--- config.mk ---
export PLATFORM = sky130hd
export DESIGN_NAME = spi_cmd_scheduler
export DESIGN_NICKNAME = d
export VERILOG_FILES = /design/src/rtl/spi_cmd_scheduler.sv
export SDC_FILE = /design/constraint.sdc
export NUM_CORES = 1
export LEC_CHECK = 0
export CORE_ASPECT_RATIO = 1.2
export CORE_MARGIN = 1
export CORE_UTILIZATION = 39
export DETAILED_ROUTE_END_ITERATION = 8
export REMOVE_ABC_BUFFERS = 1
export SYNTH_ARGS = -nofsm -noshare
export SYNTH_HDL_FRONTEND = slang
export SYNTH_SLANG_ARGS = --single-unit
--- constraint.sdc ---
create_clock -name clock -period 7.07 [get_ports clock]
set_input_delay 0.707 -clock clock [delete_from_list [all_inputs] [get_ports clock]]
set_output_delay 0.707 -clock clock [all_outputs]
set_load 0.1 [all_outputs]
--- src/rtl/spi_cmd_scheduler.sv ---
// Command scheduler for the SPI master: FIFO-buffered words, one exe pulse per word, single response slot.
// Optional BUSY watchdog is compiled in when SPI_SCHED_TIMEOUT_EN is defined.
module spi_cmd_scheduler #(
    parameter int DATA_WIDTH     = 24,
    parameter int FIFO_DEPTH     = 8,
    parameter int GAP_CYCLES     = 4,
    parameter int TIMEOUT_CYCLES = 4096
) (
    input  logic                         clock,
    input  logic                         reset,
    input  logic                         cmd_valid,
    output logic                         cmd_ready,
    input  logic [DATA_WIDTH-1:0]        cmd_data,
    output logic                         rsp_valid,
    input  logic                         rsp_ready,
    output logic [DATA_WIDTH-1:0]        rsp_data,
    output logic                         rsp_err,
    output logic                         spi_exe,
    output logic [DATA_WIDTH-1:0]        tx_data,
    input  logic [DATA_WIDTH-1:0]        rx_data,
    input  logic                         spi_done,
    output logic                         busy,
    output logic [$clog2(FIFO_DEPTH):0]  fifo_level
);
    localparam int AW = $clog2(FIFO_DEPTH);
    localparam int GW = (GAP_CYCLES > 1) ? $clog2(GAP_CYCLES) : 1;
    localparam logic [AW:0] PTR_ONE  = (AW+1)'(1);
    localparam logic [AW:0] FULL_LVL = (AW+1)'(FIFO_DEPTH);

    localparam logic [1:0] S_IDLE = 2'd0;
    localparam logic [1:0] S_BUSY = 2'd1;
    localparam logic [1:0] S_GAP  = 2'd2;

    logic [DATA_WIDTH-1:0] mem_q [FIFO_DEPTH];
    logic [AW:0]           wr_ptr_q, rd_ptr_q;
    logic [1:0]            state_q, state_d;
    logic [GW-1:0]         gap_cnt_q, gap_cnt_d;
    logic                  spi_exe_q, spi_exe_d;
    logic [DATA_WIDTH-1:0] tx_data_q, tx_data_d;
    logic                  rsp_valid_q, rsp_valid_d;
    logic [DATA_WIDTH-1:0] rsp_data_q, rsp_data_d;
    logic                  push, pop, empty, slot_free, timeout_hit;

    assign fifo_level = wr_ptr_q - rd_ptr_q;
    assign empty      = (fifo_level == '0);
    assign cmd_ready  = (fifo_level != FULL_LVL);
    assign push       = cmd_valid && cmd_ready;
    // The slot counts as free on the edge that consumes the held response.
    assign slot_free  = !rsp_valid_q || rsp_ready;
    assign busy       = (state_q != S_IDLE) || !empty;

    assign spi_exe   = spi_exe_q;
    assign tx_data   = tx_data_q;
    assign rsp_valid = rsp_valid_q;
    assign rsp_data  = rsp_data_q;

`ifdef SPI_SCHED_TIMEOUT_EN
    localparam int TW = (TIMEOUT_CYCLES > 1) ? $clog2(TIMEOUT_CYCLES) : 1;
    logic [TW-1:0] tmo_cnt_q;
    logic          rsp_err_q, rsp_err_d;

    assign timeout_hit = (state_q == S_BUSY) && !spi_done && (tmo_cnt_q == TW'(TIMEOUT_CYCLES - 1));
    assign rsp_err     = rsp_err_q;

    always_ff @(posedge clock or negedge reset) begin
        if (!reset) begin
            tmo_cnt_q <= '0;
            rsp_err_q <= 1'b0;
        end else begin
            tmo_cnt_q <= (state_q == S_BUSY) ? tmo_cnt_q + TW'(1) : '0;
            rsp_err_q <= rsp_err_d;
        end
    end
`else
    assign timeout_hit = 1'b0;
    assign rsp_err     = 1'b0;
`endif

    always_comb begin
        state_d     = state_q;
        gap_cnt_d   = gap_cnt_q;
        spi_exe_d   = 1'b0;
        tx_data_d   = tx_data_q;
        rsp_valid_d = rsp_valid_q && !rsp_ready;
        rsp_data_d  = rsp_data_q;
        pop         = 1'b0;
`ifdef SPI_SCHED_TIMEOUT_EN
        rsp_err_d   = rsp_err_q;
`endif
        case (state_q)
            S_IDLE: begin
                if (!empty && slot_free) begin
                    pop       = 1'b1;
                    spi_exe_d = 1'b1;
                    tx_data_d = mem_q[rd_ptr_q[AW-1:0]];
                    state_d   = S_BUSY;
                end
            end
            S_BUSY: begin
                if (spi_done || timeout_hit) begin
                    rsp_valid_d = 1'b1;
                    rsp_data_d  = spi_done ? rx_data : '0;
`ifdef SPI_SCHED_TIMEOUT_EN
                    rsp_err_d   = !spi_done;
`endif
                    gap_cnt_d   = '0;
                    state_d     = (GAP_CYCLES > 0) ? S_GAP : S_IDLE;
                end
            end
            S_GAP: begin
                if (gap_cnt_q == GW'(GAP_CYCLES - 1)) state_d = S_IDLE;
                else gap_cnt_d = gap_cnt_q + GW'(1);
            end
            default: state_d = S_IDLE;
        endcase
    end

    always_ff @(posedge clock or negedge reset) begin
        if (!reset) begin
            wr_ptr_q    <= '0;
            rd_ptr_q    <= '0;
            state_q     <= S_IDLE;
            gap_cnt_q   <= '0;
            spi_exe_q   <= 1'b0;
            tx_data_q   <= '0;
            rsp_valid_q <= 1'b0;
            rsp_data_q  <= '0;
        end else begin
            if (push) wr_ptr_q <= wr_ptr_q + PTR_ONE;
            if (pop)  rd_ptr_q <= rd_ptr_q + PTR_ONE;
            state_q     <= state_d;
            gap_cnt_q   <= gap_cnt_d;
            spi_exe_q   <= spi_exe_d;
            tx_data_q   <= tx_data_d;
            rsp_valid_q <= rsp_valid_d;
            rsp_data_q  <= rsp_data_d;
        end
    end

    always_ff @(posedge clock) begin
        if (push) mem_q[wr_ptr_q[AW-1:0]] <= cmd_data;
    end

endmodule

# --- Word-level counts from Yosys, hierarchy flattened ---
# Memories as Yosys holds them, arrays and structs flattened. A register that Yosys moved wholly into a read port is not among the register bits.
# Index checks and enable logic that the tools add are counted.
# Widths: inputs -> output; s select.
classes:
  eq_ne: 8
  muxes: 13
  add_sub_neg: 4
  n_reduce_logical: 17
op_table:
  columns: ["op", "n"]
  rows:
  - ["$mux 2", 5]
  - ["$add 4x1->4 const B", 2]
  - ["$ne 2x2->1 const B", 4]
  - ["$mux 1", 6]
  - ["$pmux 2 s3", 1]
  - ["$reduce_and 3->1", 2]
  - ["$eq 2x2->1 const B", 2]
  - ["$logic_not 1->1", 4]
  - ["$logic_not 4->1", 1]
  - ["$ne 4x4->1 const B", 1]
  - ["$pmux 2 s2", 1]
  - ["$reduce_and 2->1", 2]
  - ["$reduce_bool 2->1", 2]
  - ["$sub 4x4->4", 1]
  - ["$logic_and 1x1->1", 3]
  - ["$add 2x1->2 const B", 1]
  - ["$eq 2x1->1 const B", 1]
  - ["$logic_not 2->1", 1]
  - ["$logic_or 1x1->1", 2]
word_totals:
  output_inout_bits: 57
  regBits: 38
  mem_bits_rw: 192
  memories: 1
  in_bits: 53
mem_list:
  columns: ["memory", "depth", "width", "read_ports", "rd_ports_with_merged_regs", "write_ports", "line", "text"]
  rows:
  - ["mem_q", 8, 24, 1, 1, 1, "34", "logic [DATA_WIDTH-1:0] mem_q [FIFO_DEPTH];"]

# --- Depth between registers and ports, before layout ---
logic_depth:
  ltp_word: 6
  ltp_mapped: 10
  mapped_depth_nobuf: 9

# --- Least setup slack after synthesis ---
# No wires, ideal clock.
synth_path:
  path_kind: "register -> register"
  from: "register rd_ptr_q[1]"
  to: "memory mem_q[1][0] (enable)"
  slack_ns: 0.790
  stages_incl_launch_ff: 11
  arrival_ns: 5.814
  cell_sequence: "dfrtp_1 > clkbuf_1 > inv_2 > clkbuf_1 > fa_1 > xor2_1 > or3_1 > a21oi_2 > nand2b_1 > buf_4 > nor4_1"
synth_between:
  elab_chain_cells: 5
synth_rtl:
  columns: ["item", "line", "text"]
  rows:
  - ["from (decl)", "35", "logic [AW:0] wr_ptr_q, rd_ptr_q;"]
  - ["from (signal assigned)", "130", "if (pop) rd_ptr_q <= rd_ptr_q + PTR_ONE;"]
  - ["$sub 4x4->4", "44", "assign fifo_level = wr_ptr_q - rd_ptr_q;"]
  - ["via fifo_level[2]", "23", "output logic [$clog2(FIFO_DEPTH):0] fifo_level"]
  - ["$ne 4x4->1", "46", "assign cmd_ready = (fifo_level != FULL_LVL);"]
  - ["$logic_and 1x1->1", "47", "assign push = cmd_valid && cmd_ready;"]
  - ["$mux 1", "141", "if (push) mem_q[wr_ptr_q[AW-1:0]] <= cmd_data;"]
  - ["$mux 1 (not written as such)", "141", null]
  - ["to (decl)", "34", null]
# The timed path passes the listed nets, and every way through them passes these cells.

# --- Worst setup path after layout ---
layout_path:
  from: "register rd_ptr_q[1]"
  to: "output port cmd_ready"
layout_between:
  elab_chain_cells: 2
layout_rtl:
  columns: ["item", "line", "text"]
  rows:
  - ["$sub 4x4->4", "44", null]
  - ["$ne 4x4->1", "46", null]
  - ["to (decl)", "12", "output logic cmd_ready,"]
# Every way passes these cells.

==> run summary <==
The flow ran to the end, and the final reports show no timing, DRC or antenna violations. The area growth from synthesis to layout is 24.6%. The number of maximum-capacitance violations came out at 0.

Entering global routing, the biggest net connects 63 pins. Post-CTS timing repair inserted 0 buffers for setup. The diode insertion count for antenna repair is 0. The commonest register cell after synthesis is edfxtp_1. The remaining global-route overflow came out at 0. Pin placement for this block handled 110 I/O pins. Setup repair after global routing left no endpoint under its margin. The initial antenna violation count came to 0. The via count of the first global-routing pass is 5445. The worst slew slack as a fraction of its limit is 0.315.

The register area came out at 7320 µm². The flop and latch count out of synthesis came out at 254. The detailed-routing iteration count for the pre-antenna-repair pass is 4. The number of synthesized flops with an enable pin is 192. The number of DRC markers after the initial detailed-route iteration is 339. Of the synthesized area, sequential elements account for 0.752.

After legalization and detailed placement, the total HPWL measured 11700 µm. The final setup skew came out at 11.0 ps. The largest fanout on the critical path came out at 36. The aggregate global-route resource usage is 0.157. Setup violations remaining at the end of the flow were counted as 0. The final layout contains routed wiring with a total length of 19300 µm. The floorplan step set the die width to 146 µm.

The number of buffer cells added on primary ports came out at 108. The number of vias in the routed layout came out at 5014. The total die area is 25600 µm². Data on the critical path arrives at its endpoint at 3880 ps.

The maximum clock frequency is 218 MHz. The top cell family by delay on the critical path is buffers and inverters. Among all stages on the critical path, the largest delay is contributed by clkdlybuf4s50_1. During synthesis, Yosys emitted a total of 0 warnings. The stage delay of the slowest cell on the critical path came out at 970 ps. STA classifies the critical path endpoint as a primary output. Data on the critical path is required at its endpoint by 6360 ps.

The nature of the critical path startpoint is a flip-flop. The critical path is of the reg2out type. The root buffer cell is clkbuf_16.

The final routed DRC violation total came out at 0. The placement-stage cell area is 11200 µm². The number of different library cells in the post-synthesis netlist came out at 37.

In the final layout, the share of cells above drive strength 1 is 0.220. The routed length per instance came out at 19.5 µm. The worst path in the final design needs a cycle of 4580 ps, including I/O delays and setup. The detail-routed via count per cell is 5.07. The number of H-tree levels is 1.

The layout has 2022 filler cells. The final weighted congestion in routability-driven placement is 0.774. The finished layout holds 988 standard cells, fillers aside.

The post-route fraction of the period consumed by the critical path is 0.648. The cell area after synthesis is 9730 µm². The number of nets still failing antenna checks after routing came out at 0. Traced cell by cell, the critical path runs through buf_4 -> inv_2 -> fa_1 -> xor2_1 -> or3_1 -> a21oi_2 -> inv_1 -> clkdlybuf4s50_1. The synthesized netlist cell count is 522. The max-slew violation count came out at 0.

For the pin with the worst max-slew slack, the measured transition is 1020 ps. The clock tree buffer depth is 3. The starting utilization of the core area is 0.402. The count of instances resized after the clock tree is built came out at 0. The clock slew seen by the registers of the worst setup and hold paths came out at 60 ps. The number of buffer and inverter instances along the worst setup path came out at 4.

At the end of the flow the core is filled with cells to 0.501. After routing the design area is 12100 µm². The floorplan die height is 175 µm. The tightest min-delay check is of the in2async type. The async set-or-reset flop fraction in the synthesized netlist came out at 0.244. The first-pass GRT wire length is 30700 µm. The CTS tree is done. The placed instance count came out at 940.

The worst hold margin is 385 ps. In this run, CTS created clock tree buffers numbering 26. In the final layout, the multi-input gates occupy 2290 µm². The final-report hold violation count is 0.

Clock latency on the worst-skew pair, taken at its later pin, is 520 ps. The net count reported at finish came out at 708. The total clock sinks came out at 254.

The quantity of hold-fixing buffers added after cts is 0. After floorplanning, the core was sized to cover 24200 µm². The number of rows in the core area came out at 62. The average cell area after synthesis came out at 18.6 µm².
==> registers in the layout, summed over array words and instances (netlist names) <==
signal / flops
gap_cnt_q: 2
mem_q: 192
rd_ptr_q: 4
rsp_data: 24
rsp_valid: 1
spi_exe: 1
state_q: 2
tx_data: 24
wr_ptr_q: 4
==> through the flow <==
step                setup WS (ps)  setup TNS [ps]
finish                       2490               0
global placement             3060               0
floorplan                    -712          -73940
CTS                          2400               0
global route                 2280               0
detailed placement           2960               0
==> synth_stat cells, types with 2 or more instances <==
library cell	instances	area, µm²
mux2_2	24	270
nand2b_1	2	12.5
nor3_1	8	40.0
ha_1	6	75.1
buf_2	9	45.0
edfxtp_1	192	5770
clkbuf_1	12	45.0
buf_6	3	33.8
nor4_1	4	25.0
dfrtp_1	62	1550
a31oi_1	24	150
or3_1	2	12.5
nor2_1	29	109
buf_4	2	15.0
mux4_2	48	1080
xnor2_1	4	35.0
xor2_1	4	35.0
a21oi_1	2	10.0
nand2_1	61	229
inv_1	6	22.5
or2_2	2	12.5
==> layer usage <==
| layer | global-route usage | wire length (µm) | vias up |
|---|---|---|---|
| met5 | 0 | 0 | - |
| met1 | 0.195 | 8050 | 2565 |
| li1 | - | - | 2276 |
| met3 | 0.0285 | 1050 | 28 |
| met4 | 0.0438 | 330 | 0 |
| met2 | 0.280 | 9860 | 145 |
==> layout make-up <==
| type | count | area share |
|---|---|---|
| flip-flops and latches | 254 | 0.604 |
| multi-input cells | 235 | 0.189 |
| repair buffers | 124 | 0.0986 |
| clock buffers | 41 | 0.0659 |
| well taps | 320 | 0.0330 |
| clock inverters | 7 | 0.00733 |
| inverters | 7 | 0.00217 |
==> cell families after synthesis <==
group | Yosys count | share of synthesized area
flip-flops | 254 | 0.752
AND/OR/NAND/NOR | 113 | 0.0501
multiplexers | 73 | 0.140
AO/OA/AOI/OAI | 33 | 0.0235
buffers and inverters | 33 | 0.0170
XOR/XNOR | 8 | 0.00720
adder cells (fa/ha/maj) | 7 | 0.00977
other | 1 | 0.000385
==> cells in the final DEF (no fill, tap or decap), types with 2 or more instances in the layout <==
master	synthesis	layout
clkdlybuf4s50_1	0	107
nor3_2	0	4
clkbuf_16	0	28
or3_1	2	2
clkinv_2	0	4
nand2_1	61	61
or2_2	2	2
inv_1	6	6
nor2_1	29	29
xnor2_1	4	4
dfrtp_1	62	61
nor4_2	0	4
nor3_1	8	4
mux4_2	48	48
a31oi_1	24	24
edfxtp_1	192	192
ha_1	6	6
bufinv_16	0	2
xor2_1	4	4
buf_4	2	16
mux2_2	24	24
a21oi_1	2	2
nand2b_1	2	2
clkbuf_8	0	5
clkbuf_1	12	8
==> path summary, 6_finish.rpt <==
check,start,end,slack [ps],cells after the start
worst max register to register,rd_ptr_q[1],mem_q[0][21],3570,9
worst min register to register,rsp_data[16],rsp_data[16],500,1
worst max-delay path,rd_ptr_q[1],cmd_ready,2490,8
min in group clock,rsp_data[16],rsp_data[16],500,1
worst min-delay path,reset,tx_data[4],380,2
max in group asynchronous,reset,rd_ptr_q[0],6060,2
Power is left out: the tool's default activity adds up to more than one toggle a clock period on the data nets, which glitch-free logic cannot reach.
